--- src/rtl/mem_arb_pkg.sv ---
// Shared types and default widths for the two-port memory arbiter.
package mem_arb_pkg;

   localparam int unsigned AW_DEFAULT = 32;
   localparam int unsigned DW_DEFAULT = 32;

   typedef enum logic [1:0] {
      IDLE,
      ISSUE,
      WAIT,
      RESP
   } state_e;

   typedef enum logic {
      OWN_IFU,
      OWN_LSU
   } owner_e;

endpackage

--- src/rtl/mem_arbiter_arb2.sv ---
// Combinational two-way grant between IFU and LSU.
// MEM_ARB_RR_EN selects round-robin tie-break; otherwise LSU wins ties.
module arb2
   import mem_arb_pkg::*;
(
   input  logic   ifu_valid,
   input  logic   lsu_valid,
`ifdef MEM_ARB_RR_EN
   input  owner_e last_grant,
`endif
   output logic   grant_ifu,
   output logic   grant_lsu
);

   always_comb begin
      grant_ifu = 1'b0;
      grant_lsu = 1'b0;
      if (ifu_valid && lsu_valid) begin
`ifdef MEM_ARB_RR_EN
         grant_ifu = (last_grant == OWN_LSU);
         grant_lsu = (last_grant == OWN_IFU);
`else
         grant_lsu = 1'b1;
`endif
      end else begin
         grant_ifu = ifu_valid;
         grant_lsu = lsu_valid;
      end
   end

endmodule

--- src/rtl/mem_arbiter.sv ---
// Arbitrates IFU and LSU onto one memory port, one transaction in flight.
// Build option MEM_ARB_RR_EN: round-robin tie-break with a last-grant register.
module mem_arbiter
   import mem_arb_pkg::*;
#(
   parameter int unsigned AW = AW_DEFAULT,
   parameter int unsigned DW = DW_DEFAULT
) (
   input  logic            clk,
   input  logic            rst,
   input  logic            ifu_req_valid,
   output logic            ifu_req_ready,
   input  logic [AW-1:0]   ifu_addr,
   output logic            ifu_resp_valid,
   input  logic            ifu_resp_ready,
   output logic [DW-1:0]   ifu_rdata,
   input  logic            lsu_req_valid,
   output logic            lsu_req_ready,
   input  logic [AW-1:0]   lsu_addr,
   input  logic            lsu_wen,
   input  logic [DW-1:0]   lsu_wdata,
   input  logic [DW/8-1:0] lsu_wmask,
   output logic            lsu_resp_valid,
   input  logic            lsu_resp_ready,
   output logic [DW-1:0]   lsu_rdata,
   output logic            mem_req_valid,
   input  logic            mem_req_ready,
   output logic [AW-1:0]   mem_addr,
   output logic            mem_wen,
   output logic [DW-1:0]   mem_wdata,
   output logic [DW/8-1:0] mem_wmask,
   input  logic            mem_resp_valid,
   input  logic [DW-1:0]   mem_rdata
);

   state_e            state_q, state_d;
   owner_e            owner_q, owner_d;
   logic [AW-1:0]     addr_q, addr_d;
   logic              wen_q, wen_d;
   logic [DW-1:0]     wdata_q, wdata_d;
   logic [DW/8-1:0]   wmask_q, wmask_d;
   logic [DW-1:0]     ifu_rdata_q, ifu_rdata_d;
   logic [DW-1:0]     lsu_rdata_q, lsu_rdata_d;
   logic              grant_ifu, grant_lsu;
`ifdef MEM_ARB_RR_EN
   owner_e            last_q, last_d;
`endif

   arb2 u_arb2 (
      .ifu_valid  (ifu_req_valid),
      .lsu_valid  (lsu_req_valid),
`ifdef MEM_ARB_RR_EN
      .last_grant (last_q),
`endif
      .grant_ifu  (grant_ifu),
      .grant_lsu  (grant_lsu)
   );

   // Outputs are forced quiet while rst is held, even before the reset edge.
   assign ifu_req_ready  = !rst && (state_q == IDLE) && grant_ifu;
   assign lsu_req_ready  = !rst && (state_q == IDLE) && grant_lsu;
   assign mem_req_valid  = !rst && (state_q == ISSUE);
   assign ifu_resp_valid = !rst && (state_q == RESP) && (owner_q == OWN_IFU);
   assign lsu_resp_valid = !rst && (state_q == RESP) && (owner_q == OWN_LSU);
   assign mem_addr       = rst ? '0 : addr_q;
   assign mem_wen        = !rst && wen_q;
   assign mem_wdata      = rst ? '0 : wdata_q;
   assign mem_wmask      = rst ? '0 : wmask_q;
   assign ifu_rdata      = rst ? '0 : ifu_rdata_q;
   assign lsu_rdata      = rst ? '0 : lsu_rdata_q;

   always_comb begin
      state_d     = state_q;
      owner_d     = owner_q;
      addr_d      = addr_q;
      wen_d       = wen_q;
      wdata_d     = wdata_q;
      wmask_d     = wmask_q;
      ifu_rdata_d = ifu_rdata_q;
      lsu_rdata_d = lsu_rdata_q;
`ifdef MEM_ARB_RR_EN
      last_d      = last_q;
`endif
      case (state_q)
         IDLE: begin
            if (lsu_req_ready) begin
               owner_d = OWN_LSU;
               addr_d  = lsu_addr;
               wen_d   = lsu_wen;
               wdata_d = lsu_wdata;
               wmask_d = lsu_wmask;
               state_d = ISSUE;
            end else if (ifu_req_ready) begin
               owner_d = OWN_IFU;
               addr_d  = ifu_addr;
               wen_d   = 1'b0;
               wdata_d = '0;
               wmask_d = '0;
               state_d = ISSUE;
            end
`ifdef MEM_ARB_RR_EN
            if (lsu_req_ready || ifu_req_ready) last_d = owner_d;
`endif
         end
         ISSUE: begin
            if (mem_req_ready) state_d = WAIT;
         end
         WAIT: begin
            if (mem_resp_valid) begin
               if (owner_q == OWN_LSU) lsu_rdata_d = mem_rdata;
               else                    ifu_rdata_d = mem_rdata;
               state_d = RESP;
            end
         end
         RESP: begin
            if ((owner_q == OWN_IFU && ifu_resp_ready) ||
                (owner_q == OWN_LSU && lsu_resp_ready)) state_d = IDLE;
         end
         default: state_d = IDLE;
      endcase
   end

   always_ff @(posedge clk) begin
      if (rst) begin
         state_q     <= IDLE;
         owner_q     <= OWN_IFU;
         addr_q      <= '0;
         wen_q       <= 1'b0;
         wdata_q     <= '0;
         wmask_q     <= '0;
         ifu_rdata_q <= '0;
         lsu_rdata_q <= '0;
`ifdef MEM_ARB_RR_EN
         last_q      <= OWN_LSU;
`endif
      end else begin
         state_q     <= state_d;
         owner_q     <= owner_d;
         addr_q      <= addr_d;
         wen_q       <= wen_d;
         wdata_q     <= wdata_d;
         wmask_q     <= wmask_d;
         ifu_rdata_q <= ifu_rdata_d;
         lsu_rdata_q <= lsu_rdata_d;
`ifdef MEM_ARB_RR_EN
         last_q      <= last_d;
`endif
      end
   end

endmodule

--- config.mk ---
export PLATFORM = sky130hd
export DESIGN_NAME = mem_arbiter
export DESIGN_NICKNAME = d
export VERILOG_FILES = /design/src/rtl/mem_arb_pkg.sv /design/src/rtl/mem_arbiter_arb2.sv /design/src/rtl/mem_arbiter.sv
export SDC_FILE = /design/constraint.sdc
export NUM_CORES = 1
export LEC_CHECK = 0
export BUFFER_PORTS_ARGS = -buffer_cell sky130_fd_sc_hd__buf_2
export CORE_MARGIN = 2
export CORE_UTILIZATION = 40
export CTS_CLUSTER_DIAMETER = 150
export DETAILED_ROUTE_END_ITERATION = 6
export GPL_TIMING_DRIVEN = 1
export PLACE_DENSITY_LB_ADDON = 0.3
export SLEW_MARGIN = 10
export SYNTH_ARGS = -nofsm -noshare
export SYNTH_HDL_FRONTEND = slang
export SYNTH_SLANG_ARGS = --single-unit
--- constraint.sdc ---
create_clock -name clk -period 1.45 [get_ports clk]
set_input_delay 0.2175 -clock clk [delete_from_list [all_inputs] [get_ports clk]]
set_output_delay 0.2175 -clock clk [all_outputs]
set_load 0.01 [all_outputs]
==> reports/qor.csv <==
stage;metric;value;unit
sta;crit share post-route;115;%
sta;final setup fails;62;
outcome;failing checks;negative setup slack;
sta;RSZ-0062 raised after global routing;true;
yosys;synthesized flop and latch total;136;
detailed_routing;metal2 WL;8670;um
grt;initial antenna violation count;0;
setup_path;crit path launch type;register;
grt;largest net degree at the start of global routing;72;
detailed_routing;WL met3;1220;um
setup_path;CP dominant cell by count;buf_6;
setup_path;register-to-register setup slack;-190;ps
yosys;post-synth design cell area;5610;um2
place;Final HPWL DP;11200;um
die;Core Box Area;13800;um2
yosys;Avg Cell Area, Syn;7.89;um2
pwr;P_leak;0.00431;uW
pwr;P_sw;3630;uW
cells_and_area;Reg area;2730;um2
setup_path;worst endpoint required time;1230;ps
die;io pins;279;
pwr;switch share;28.8;%
cells_and_area;NumNets Final;1153;
cells_and_area;multi-input gate area in the final layout;2670;um2
clocking;Clock Latency Late Sink;410;ps
outcome;outcome;finished with violations;
yosys;YS warnings;0;
clocking;Num CTS Buffers;17;
sta;min setup slack post-route;-221;ps
setup_path;Crit Path Category;reg -> out;
yosys;area leader, netlist;dfxtp_1;
setup_path;number of cells on the worst reg-to-reg path;8;
pwr;sequential share of power;37.2;%
yosys;number of flops mapped to enable cells by yosys;0;
cells_and_area;FILL cells;1260;
cells_and_area;area grow syn2layout;50.3;%
grt;overall routing resource usage;22.4;%
die;DIE HEIGHT;122;um
place;Setup WS pre-CTS;-300;ps
clocking;htree depth;4;
pwr;Pint;8960;uW
setup_path;slowest CP cell;dfxtp_2;
grt;vias in the first global route;5223;
worst_hold_path;Worst Min Path Start;lsu_wdata[17];
cells_and_area;n_diodes;0;
detailed_routing;drt drc;0;
detailed_routing;vias;5762;
place;Post-Place Cell Area;7310;um2
pwr;Max VDD drop;0.000845;V
die;Die ar.;15000;um2
sta;Slew HR;58.6;%
clocking;Max Buffers Root-to-Sink;2;
worst_hold_path;Worst Hold Depth;2;
grt;gr ovfl total;0;
sta;Final Max Slew Viols;0;
die;initial core utilization;40.7;%
yosys;register area share after synthesis;48.6;%
die;chip width;122;um
sta;clock skew;6.54;ps
pwr;Clock power frac;32.1;%
detailed_routing;drt via density;4.80;
detailed_routing;Metal-1 WL;7280;um
sta;Final Hold Vio Count;0;
setup_path;R2R Path Start;state_q[1];
detailed_routing;Routed Antenna Nets;0;
yosys;Synth area leaders;dfxtp_1 (49%), nor2b_1 (11%), nand2_1 (11%), a21oi_1 (5.8%), a22o_1 (5.8%);
cells_and_area;Finished Core Util;61.2;%
setup_path;Max stage delay on crit path;340;ps
place;number of port buffers;278;
die;row count;43;
setup_path;critical path cell sequence;inv_2 > buf_6 > ha_4 > buf_6 > nor2b_1 > buf_2;
detailed_routing;wire length per cell;14.5;um
pwr;PwrDens;1490;nW/um2
detailed_routing;Pre-Repair DR Iteration Count;4;
cells_and_area;share of cells above drive strength 1;37.6;%
setup_path;CP max FO;2;
sta;Slew @ Worst Pin;614;ps
sta;f_max;598;MHz
clocking;clock-pin slew on the worst setup and hold paths;60;ps
clocking;clk root buf;clkbuf_16;
detailed_routing;Max Used Layer;met4;
job;max-cap violations;0;
cells_and_area;post-route cell area;8430;um2
place;Routability Congestion;0.747;
setup_path;critical path arrival;1450;ps
setup_path;Crit. End Element;output port;
detailed_routing;drt total wl;17400;um
yosys;Main synth FF type;dfxtp_1;
clocking;CTS tree;built;
sta;crit path time final;1670;ps
yosys;Yosys top cell area share;48.6;%
detailed_routing;DRT iter0 DRCs;334;
worst_hold_path;WHS Endpoint;wdata_q[17];
yosys;unique cell type count in the Yosys netlist;27;
clocking;Sink Count;136;
yosys;Gate Count Post-Synth;711;
grt;first-pass GRT wire length;26100;um
yosys;FFs w/ async S/R, synth;0;%
worst_hold_path;Hold Path Class;in -> reg;
yosys;Syn Nets;857;
setup_path;Crit Reg-Reg Endpoint;state_q[0];
pwr;combinational share of power;30.7;%
[metrics by stage]
| step | std cells | hold WS, ps | power, uW | TNS (ps) |
|---|---|---|---|---|
| after floorplan | 711 | 350 | 6660 | -199 |
| after global placement | 1144 | 433 | 7760 | -12230 |
| after detailed placement | 1144 | 439 | 7810 | -15040 |
| after CTS | 1193 | 2.09 | 12400 | -1270 |
| after global routing | 1200 | 3.74 | 13300 | -9440 |
| final | 1200 | 20.0 | 12600 | -4090 |
[power by group through the flow]
stage | clock [uW] | sequential, uW | combinational, uW
finish | 4050 | 4680 | 3870
detailed placement | 0 | 4740 | 3070
floorplan | 0 | 4710 | 1950
global placement | 0 | 4720 | 3030
CTS | 4120 | 4680 | 3620
global route | 4300 | 4750 | 4210
[area by class of cell]
type | count | area share [%]
Clock inverter | 8 | 0.831
Timing Repair Buffer | 328 | 24.8
Multi-Input combinational cell | 485 | 31.7
Sequential cell | 136 | 32.3
Clock buffer | 24 | 5.83
Inverter | 39 | 1.86
Tap cell | 180 | 2.67
[state kept, by name, summed over array words and instances, names as in the netlist]
| register | cells |
|---|---|
| owner_q | 1 |
| ifu_rdata_q | 32 |
| wmask_q | 4 |
| wen_q | 1 |
| state_q | 2 |
| lsu_rdata_q | 32 |
| addr_q | 32 |
| wdata_q | 32 |
[synth_stat cells (all sizes together), types with 2 or more instances]
library cell / instances
nand3: 2
clkbuf: 29
nor2b: 102
nor2: 68
a31oi: 32
buf: 23
ha: 5
a21oi: 65
inv: 38
nand2: 161
a22o: 37
dfxtp: 136
[repair_timing]
item | CTS | global route
gates resized for setup | 37 | 26
cloned | 5 | 2
pin swaps | 8 | 11
endpoints found under the setup margin | 142 | 142
buffers inserted | 11 | 7
endpoints found under the hold margin | 1 | 0
hold buffers | 1 | 0
[worst max-delay path by stage]
stage	startpoint	endpoint	slack [ps]	cells past startpoint
after floorplan	state_q[0]	wdata_q[10]	-20	7
after global placement	state_q[0]	wmask_q[1]	-260	6
after detailed placement	state_q[0]	wdata_q[28]	-300	6
after CTS	state_q[1]	mem_req_valid	-220	6
after global routing	state_q[1]	mem_req_valid	-280	6
final	state_q[1]	mem_req_valid	-220	6
[layer usage]
| metal | vias to the layer above | global-route usage, % |
|---|---|---|
| li1 | 2895 | - |
| met1 | 2619 | 27.7 |
| met2 | 229 | 37.3 |
| met3 | 19 | 6.09 |
| met4 | 0 | 8.19 |
| met5 | - | 0 |
[cells by family after synthesis]
logic type / share of synthesized area [%]
buffers and inverters: 6.32
adders and majority gates: 1.12
AOI/OAI and AO/OA: 16.0
and+or+nand+nor: 27.8
muxes: 0.179
DFF: 48.6
[critical path, delay by kind of cell (launching register included)]
kind / cells / cell delay (ps)
fa+ha+maj: 1 / 160
flops: 1 / 340
simple gates: 1 / 110
buf+inv: 4 / 440
[layout by cell type, fill, tap and decap left out, types with 4 or more instances in the layout]
cell type	n
nor2_1	65
a22o_1	37
clkbuf_8	4
buf_4	19
buf_2	274
buf_6	18
nor2b_1	102
buf_12	9
a31oi_1	32
clkinv_2	5
nand2_1	160
ha_4	4
a21oi_1	62
clkbuf_16	19
inv_1	35
dfxtp_1	134
Power figures use the tool's default switching activity.
